**config.mk**
```make
export PLATFORM = sky130hd
export DESIGN_NAME = ascon_output_seq_flat
export DESIGN_NICKNAME = d
export VERILOG_FILES = /design/src/rtl/ascon_output_seq_if.sv /design/src/rtl/ascon_output_seq.sv /design/src/flat_wrapper.sv
export SDC_FILE = /design/constraint.sdc
export NUM_CORES = 1
export LEC_CHECK = 0
export CORE_AREA = 5 5 127 105
export CTS_BUF_LIST = sky130_fd_sc_hd__clkbuf_4
export DETAILED_ROUTE_END_ITERATION = 10
export DIE_AREA = 0 0 132 110
export PLACE_DENSITY = 0.84
export SLEW_MARGIN = 20
export SYNTH_ARGS = -nofsm -noshare
export SYNTH_HDL_FRONTEND = slang
export SYNTH_SLANG_ARGS = --single-unit
```
**constraint.sdc**
```tcl
create_clock -name clk -period 4.25 [get_ports clk]
set_clock_uncertainty 0.05 [all_clocks]
set_input_delay 0.425 -clock clk [delete_from_list [all_inputs] [get_ports clk]]
set_output_delay 0.425 -clock clk [all_outputs]
set_load 0.05 [all_outputs]
```
**src/rtl/ascon_output_seq_if.sv**
```systemverilog
// Core-side output stream of the ASCON sequencer: control, datapath blocks,
// truncation unit loop and the registered valid/ready output beat.
interface ascon_output_seq_if #(
    parameter int BLOCK_WIDTH = 64,
    parameter int PAD_AW      = 3,
    parameter int LEN_W       = 16
);
    logic                     start;
    logic                     clear;
    logic [LEN_W-1:0]         len;
    logic                     busy;
    logic                     done;
    logic                     in_valid;
    logic [BLOCK_WIDTH-1:0]   in_data;
    logic                     in_ready;
    logic                     tr_en;
    logic [PAD_AW-1:0]        tr_idx;
    logic [BLOCK_WIDTH-1:0]   tr_data;
    logic [BLOCK_WIDTH-1:0]   tr_result;
    logic                     out_valid;
    logic [BLOCK_WIDTH-1:0]   out_data;
    logic [BLOCK_WIDTH/8-1:0] out_strb;
    logic                     out_last;
    logic                     out_ready;

    modport master (
        output start, clear, len, in_valid, in_data, tr_result, out_ready,
        input  busy, done, in_ready, tr_en, tr_idx, tr_data,
               out_valid, out_data, out_strb, out_last
    );

    modport slave (
        input  start, clear, len, in_valid, in_data, tr_result, out_ready,
        output busy, done, in_ready, tr_en, tr_idx, tr_data,
               out_valid, out_data, out_strb, out_last
    );
endinterface

```
**src/rtl/ascon_output_seq.sv**
```systemverilog
// Sequences ASCON output blocks over a byte length, driving truncation and a registered beat.
// Latency: input handshake -> out_valid one cycle later; full throughput of 1 beat/cycle.
// Backpressure: in_ready drops while the output register is held by out_ready low.
module ascon_output_seq #(
    parameter int BLOCK_WIDTH = 64,
    parameter int PAD_NO      = 8,
    parameter int PAD_AW      = 3,
    parameter int LEN_W       = 16
) (
    input  logic               clk,
    input  logic               rst_n,
    ascon_output_seq_if.slave  bus
);
    localparam int BYTES = BLOCK_WIDTH / 8;
    localparam logic [LEN_W-1:0] BYTES_L = LEN_W'(BYTES);
    localparam logic [LEN_W-1:0] PAD_L   = LEN_W'(PAD_NO);

    typedef enum logic [1:0] {IDLE, RUN, DRAIN, DONE} state_t;

    state_t                 state;
    logic [LEN_W-1:0]       rem;
    logic                   out_valid;
    logic                   out_last;
    logic [BLOCK_WIDTH-1:0] out_data;
    logic [BYTES-1:0]       out_strb;

    logic                   in_ready;
    logic                   in_hs;
    logic                   out_hs;
    logic                   beat_last;
    logic                   tr_en;
    logic [BYTES-1:0]       strb_next;

    // Byte i is valid while more than i bytes remain; saturates to all-ones.
    always_comb begin
        strb_next = '0;
        for (int i = 0; i < BYTES; i++) begin
            strb_next[i] = (rem > LEN_W'(i));
        end
    end

    assign beat_last = (rem <= BYTES_L);
    assign in_ready  = (state == RUN) & (~out_valid | bus.out_ready);
    assign in_hs     = bus.in_valid & in_ready;
    assign out_hs    = out_valid & bus.out_ready;
    assign tr_en     = (state == RUN) && (rem < PAD_L);

    assign bus.in_ready  = in_ready;
    assign bus.tr_en     = tr_en;
    assign bus.tr_idx    = tr_en ? rem[PAD_AW-1:0] : '0;
    assign bus.tr_data   = bus.in_data;
    assign bus.busy      = (state != IDLE);
    assign bus.done      = (state == DONE);
    assign bus.out_valid = out_valid;
    assign bus.out_data  = out_data;
    assign bus.out_strb  = out_strb;
    assign bus.out_last  = out_last;

    always_ff @(posedge clk or negedge rst_n) begin
        if (!rst_n) begin
            state     <= IDLE;
            rem       <= '0;
            out_valid <= 1'b0;
            out_last  <= 1'b0;
            out_data  <= '0;
            out_strb  <= '0;
        end else if (bus.clear) begin
            // Abort: any pending beat is dropped and no done pulse is produced.
            state     <= IDLE;
            rem       <= '0;
            out_valid <= 1'b0;
            out_last  <= 1'b0;
        end else begin
            case (state)
                IDLE: begin
                    if (bus.start) begin
                        rem   <= bus.len;
                        state <= (bus.len == '0) ? DONE : RUN;
                    end
                end
                RUN: begin
                    if (in_hs) begin
                        out_data  <= bus.tr_result;
                        out_valid <= 1'b1;
                        out_last  <= beat_last;
                        out_strb  <= strb_next;
                        rem       <= beat_last ? '0 : rem - BYTES_L;
                        if (beat_last) begin
                            state <= DRAIN;
                        end
                    end else if (out_hs) begin
                        out_valid <= 1'b0;
                    end
                end
                DRAIN: begin
                    if (out_hs) begin
                        out_valid <= 1'b0;
                        out_last  <= 1'b0;
                        state     <= DONE;
                    end
                end
                DONE: begin
                    state <= IDLE;
                end
                default: begin
                    state <= IDLE;
                end
            endcase
        end
    end
endmodule

```
**src/flat_wrapper.sv**
```systemverilog
// flat-port wrapper written by rule: the top's interface ports become plain ports
module ascon_output_seq_flat 
#(
    parameter int BLOCK_WIDTH = 64,
    parameter int PAD_NO      = 8,
    parameter int PAD_AW      = 3,
    parameter int LEN_W       = 16
)
  (clk, rst_n, bus_start, bus_clear, bus_len, bus_in_valid, bus_in_data, bus_tr_result, bus_out_ready, bus_busy, bus_done, bus_in_ready, bus_tr_en, bus_tr_idx, bus_tr_data, bus_out_valid, bus_out_data, bus_out_strb, bus_out_last);
  ascon_output_seq_if #(.BLOCK_WIDTH(BLOCK_WIDTH), .PAD_AW(PAD_AW), .LEN_W(LEN_W)) bus_i ();
  input  logic clk;
  input  logic rst_n;
  input wire logic [$bits(bus_i.start)-1:0] bus_start;
  input wire logic [$bits(bus_i.clear)-1:0] bus_clear;
  input wire logic [$bits(bus_i.len)-1:0] bus_len;
  input wire logic [$bits(bus_i.in_valid)-1:0] bus_in_valid;
  input wire logic [$bits(bus_i.in_data)-1:0] bus_in_data;
  input wire logic [$bits(bus_i.tr_result)-1:0] bus_tr_result;
  input wire logic [$bits(bus_i.out_ready)-1:0] bus_out_ready;
  output wire logic [$bits(bus_i.busy)-1:0] bus_busy;
  output wire logic [$bits(bus_i.done)-1:0] bus_done;
  output wire logic [$bits(bus_i.in_ready)-1:0] bus_in_ready;
  output wire logic [$bits(bus_i.tr_en)-1:0] bus_tr_en;
  output wire logic [$bits(bus_i.tr_idx)-1:0] bus_tr_idx;
  output wire logic [$bits(bus_i.tr_data)-1:0] bus_tr_data;
  output wire logic [$bits(bus_i.out_valid)-1:0] bus_out_valid;
  output wire logic [$bits(bus_i.out_data)-1:0] bus_out_data;
  output wire logic [$bits(bus_i.out_strb)-1:0] bus_out_strb;
  output wire logic [$bits(bus_i.out_last)-1:0] bus_out_last;
  assign bus_i.start = bus_start;
  assign bus_i.clear = bus_clear;
  assign bus_i.len = bus_len;
  assign bus_i.in_valid = bus_in_valid;
  assign bus_i.in_data = bus_in_data;
  assign bus_i.tr_result = bus_tr_result;
  assign bus_i.out_ready = bus_out_ready;
  assign bus_busy = bus_i.busy;
  assign bus_done = bus_i.done;
  assign bus_in_ready = bus_i.in_ready;
  assign bus_tr_en = bus_i.tr_en;
  assign bus_tr_idx = bus_i.tr_idx;
  assign bus_tr_data = bus_i.tr_data;
  assign bus_out_valid = bus_i.out_valid;
  assign bus_out_data = bus_i.out_data;
  assign bus_out_strb = bus_i.out_strb;
  assign bus_out_last = bus_i.out_last;
  ascon_output_seq #(.BLOCK_WIDTH(BLOCK_WIDTH), .PAD_NO(PAD_NO), .PAD_AW(PAD_AW), .LEN_W(LEN_W)) u_core (.clk(clk), .rst_n(rst_n), .bus(bus_i));
endmodule
```
==> out/results.ini <==
[logic_synthesis]
synth.net_count = 690
yosysSeqAreaShare_pct = 49.9
ys_top_cells_by_area = dfrtp_1 (50%), nand2_1 (17%), buf_4 (10%), clkbuf_1 (1.7%), ha_1 (1.6%)
synth_edf_count = 0
synth_top_area_share_pct = 49.9
avgSynthCellArea_sq_um = 8.64
yosysMostFrequentCell = nand2_1
post-synth-top-area-cell = dfrtp_1
synth-main-ff-cell = dfrtp_1
ys_ff_latch = 92
syn_inst = 534
ys_types = 45
synth_common_cells = nand2_1 (206), dfrtp_1 (92), buf_4 (64)
synthesis.area_sq_mm = 0.00462
async_reset_ff_share_pct = 100
yosysWarnings = 0

[sta]
tightest_slew_ns = 0.818
timing.final.crit_period_ns = 3.76
hold_slack_ns = -0.0283
drv_slew = 0
fmax_ghz = 0.266
setup_slack_ns = 0.491
rsz0062_at_grt = false
hold_viol = 28
setup_violations = 0
period_share_pct = 88.5
slew_headroom_pct = 45.4
tns_ns = 0

[clock_network]
clock_path_buffers = 2
htree_levels = 3
clk_pin_slew_ns = 0.15
ctsHoldBuffers = 0
cts_resized = 0
cts-root-buf = clkbuf_4
cts_made_buffers = 9
worstSkewPairLatency_ns = 0.45
clock-sinks = 92
cts_tree = yes
post_cts_buffers = 0

[grt]
grt.total_usage_pct = 17.2
grt_pass1_vias = 3914
grt_first_pass_wirelength_um = 20200
grt_antenna_before_repair = 0
grt_max_degree = 93
grt_remaining_overflow = 0

[setup_path]
crit_path_end_kind = output port
path_class = flop to output port
cp.required_ns = 3.77
arrival_ns = 3.28
start_kind = flop
crit_fanout = 11

[routing]
drt-initial-drc-count = 300
routed.top_layer = met4
wl_per_cell_um = 16.2
via_per_inst = 5.11
wl_um = 12600
met1Wirelength_um = 5280
firstDrtPassIters = 4
vias = 3989
antenna_left = 0
dr_wl_met2_um = 5530
route.met3.wl_um = 1630
route.detailed.drc = 0

[outcome]
outcome = complete, but fails checks
violations = negative hold slack

[final_layout]
syn2layout_area_growth_pct = 31.4
utilization_pct = 50.8
drive_gt1_share_pct = 3.66
antennaDiodeCount = 0
nNetsFinal = 781

[floorplanning]
fp.coreArea_sq_mm = 0.0119
die_h_um = 110
initial_core_util_pct = 38.7
num_rows = 36
die_x_um = 132
dieArea_sq_mm = 0.0145
io_pins = 295

[power]
p_leak_uw = 0.00280
ir_drop_uv = 393
powerDensity_mw_per_mm2 = 825
power_uw = 5000

[place]
place_ws_ns = 1.01
place.gp.congestion = 0.937
hpwl_um = 9590
port_buffers = 166

[job]
drv_cap = 0

[worst_hold_path]
min_path_type = input port to async pin

## cell families (layout without fill, tap and decap cells)
group	after synthesis	in the layout	synth area share [%]
xor+xnor	3	3	0.569
fa+ha+maj	6	6	1.63
compound gates	65	65	9.68
buf+inv	100	195	13.4
flops	92	92	49.9
mux	3	3	0.651
simple gates	265	265	24.2
## sequential cells by signal, indices dropped and copies added (netlist names)
signal	flops
u_core.bus.out_strb	8
u_core.bus.out_valid	1
u_core.rem	16
u_core.state	2
u_core.bus.out_data	64
u_core.bus.out_last	1
## path summary, 6_finish.rpt
| kind | cells after the start | endpoint | start | slack, ns |
|---|---|---|---|---|
| min in group clk | 3 | u_core.bus.out_data[54] | bus_tr_result[54] | 0.43 |
| max | 5 | bus_tr_idx[0] | u_core.rem[9] | 0.49 |
| max reg2reg | 8 | u_core.bus.out_data[39] | u_core.state[1] | 1.10 |
| min reg2reg | 2 | u_core.bus.out_data[48] | u_core.bus.out_data[48] | 0.44 |
| max in group asynchronous | 1 | u_core.bus.out_data[32] | rst_n | 3.61 |
| min | 1 | u_core.rem[6] | rst_n | -0.03 |
## metrics by stage
stage | instances | area, sq um
finish | 781 | 6060
global route | 781 | 6060
CTS | 781 | 6050
detailed placement | 766 | 5910
global placement | 766 | 5910
floorplan | 534 | 4620
## layout by cell type, fill, tap and decap left out, types with 3 or more instances in the layout
cell type        synthesis  routed
nand2_1                206     206
clkdlybuf4s50_1          0     165
dfrtp_1                 92      92
a21oi_1                 13      13
o21ai_1                 12      12
nor2_1                  12      12
inv_1                   11      11
nor4_1                  10      10
clkbuf_4                 0       9
a22oi_1                  8       8
or3_1                    7       7
nor3_1                   7       6
ha_1                     6       6
nor2b_1                  5       5
a21o_1                   4       4
a22o_1                   4       4
mux2i_1                  3       3
o21a_1                   3       3
a221oi_1                 3       3
a211oi_1                 3       3
and2_1                   3       3
nand3_1                  4       3
clkinv_4                 0       3
## power by group
group / switching (uW) / total [uW] / internal [uW]
clock network: 301 / 484 / 183
logic: 2030 / 3030 / 1000
registers: 247 / 1490 / 1240
total: 2580 / 5000 / 2420
## area by class of cell
type                    instances  area (sq um)
clock buffers                   9          67.6
clock inverters                 6          75.1
fillers                      1064          5870
inverters                      12          45.0
multi-input cells             342          1710
flip-flops and latches         92          2300
well taps                     152           190
repair buffers                168          1680
## critical path, stage by stage, from the launching register on
cell             delay [ns]
dfrtp_1                0.44
or3_1                  0.49
or4_1                  0.63
nor2_1                 0.27
and3_1                 0.20
clkdlybuf4s50_1        0.81
## routing by layer
layer / global-route usage [%] / vias to the layer above
li1: - / 1873
met1: 22.5 / 1860
met2: 25.2 / 238
met3: 9.44 / 18
met4: 3.82 / 0
met5: 0 / -
No activity file was read; power rests on OpenSTA's default activity.
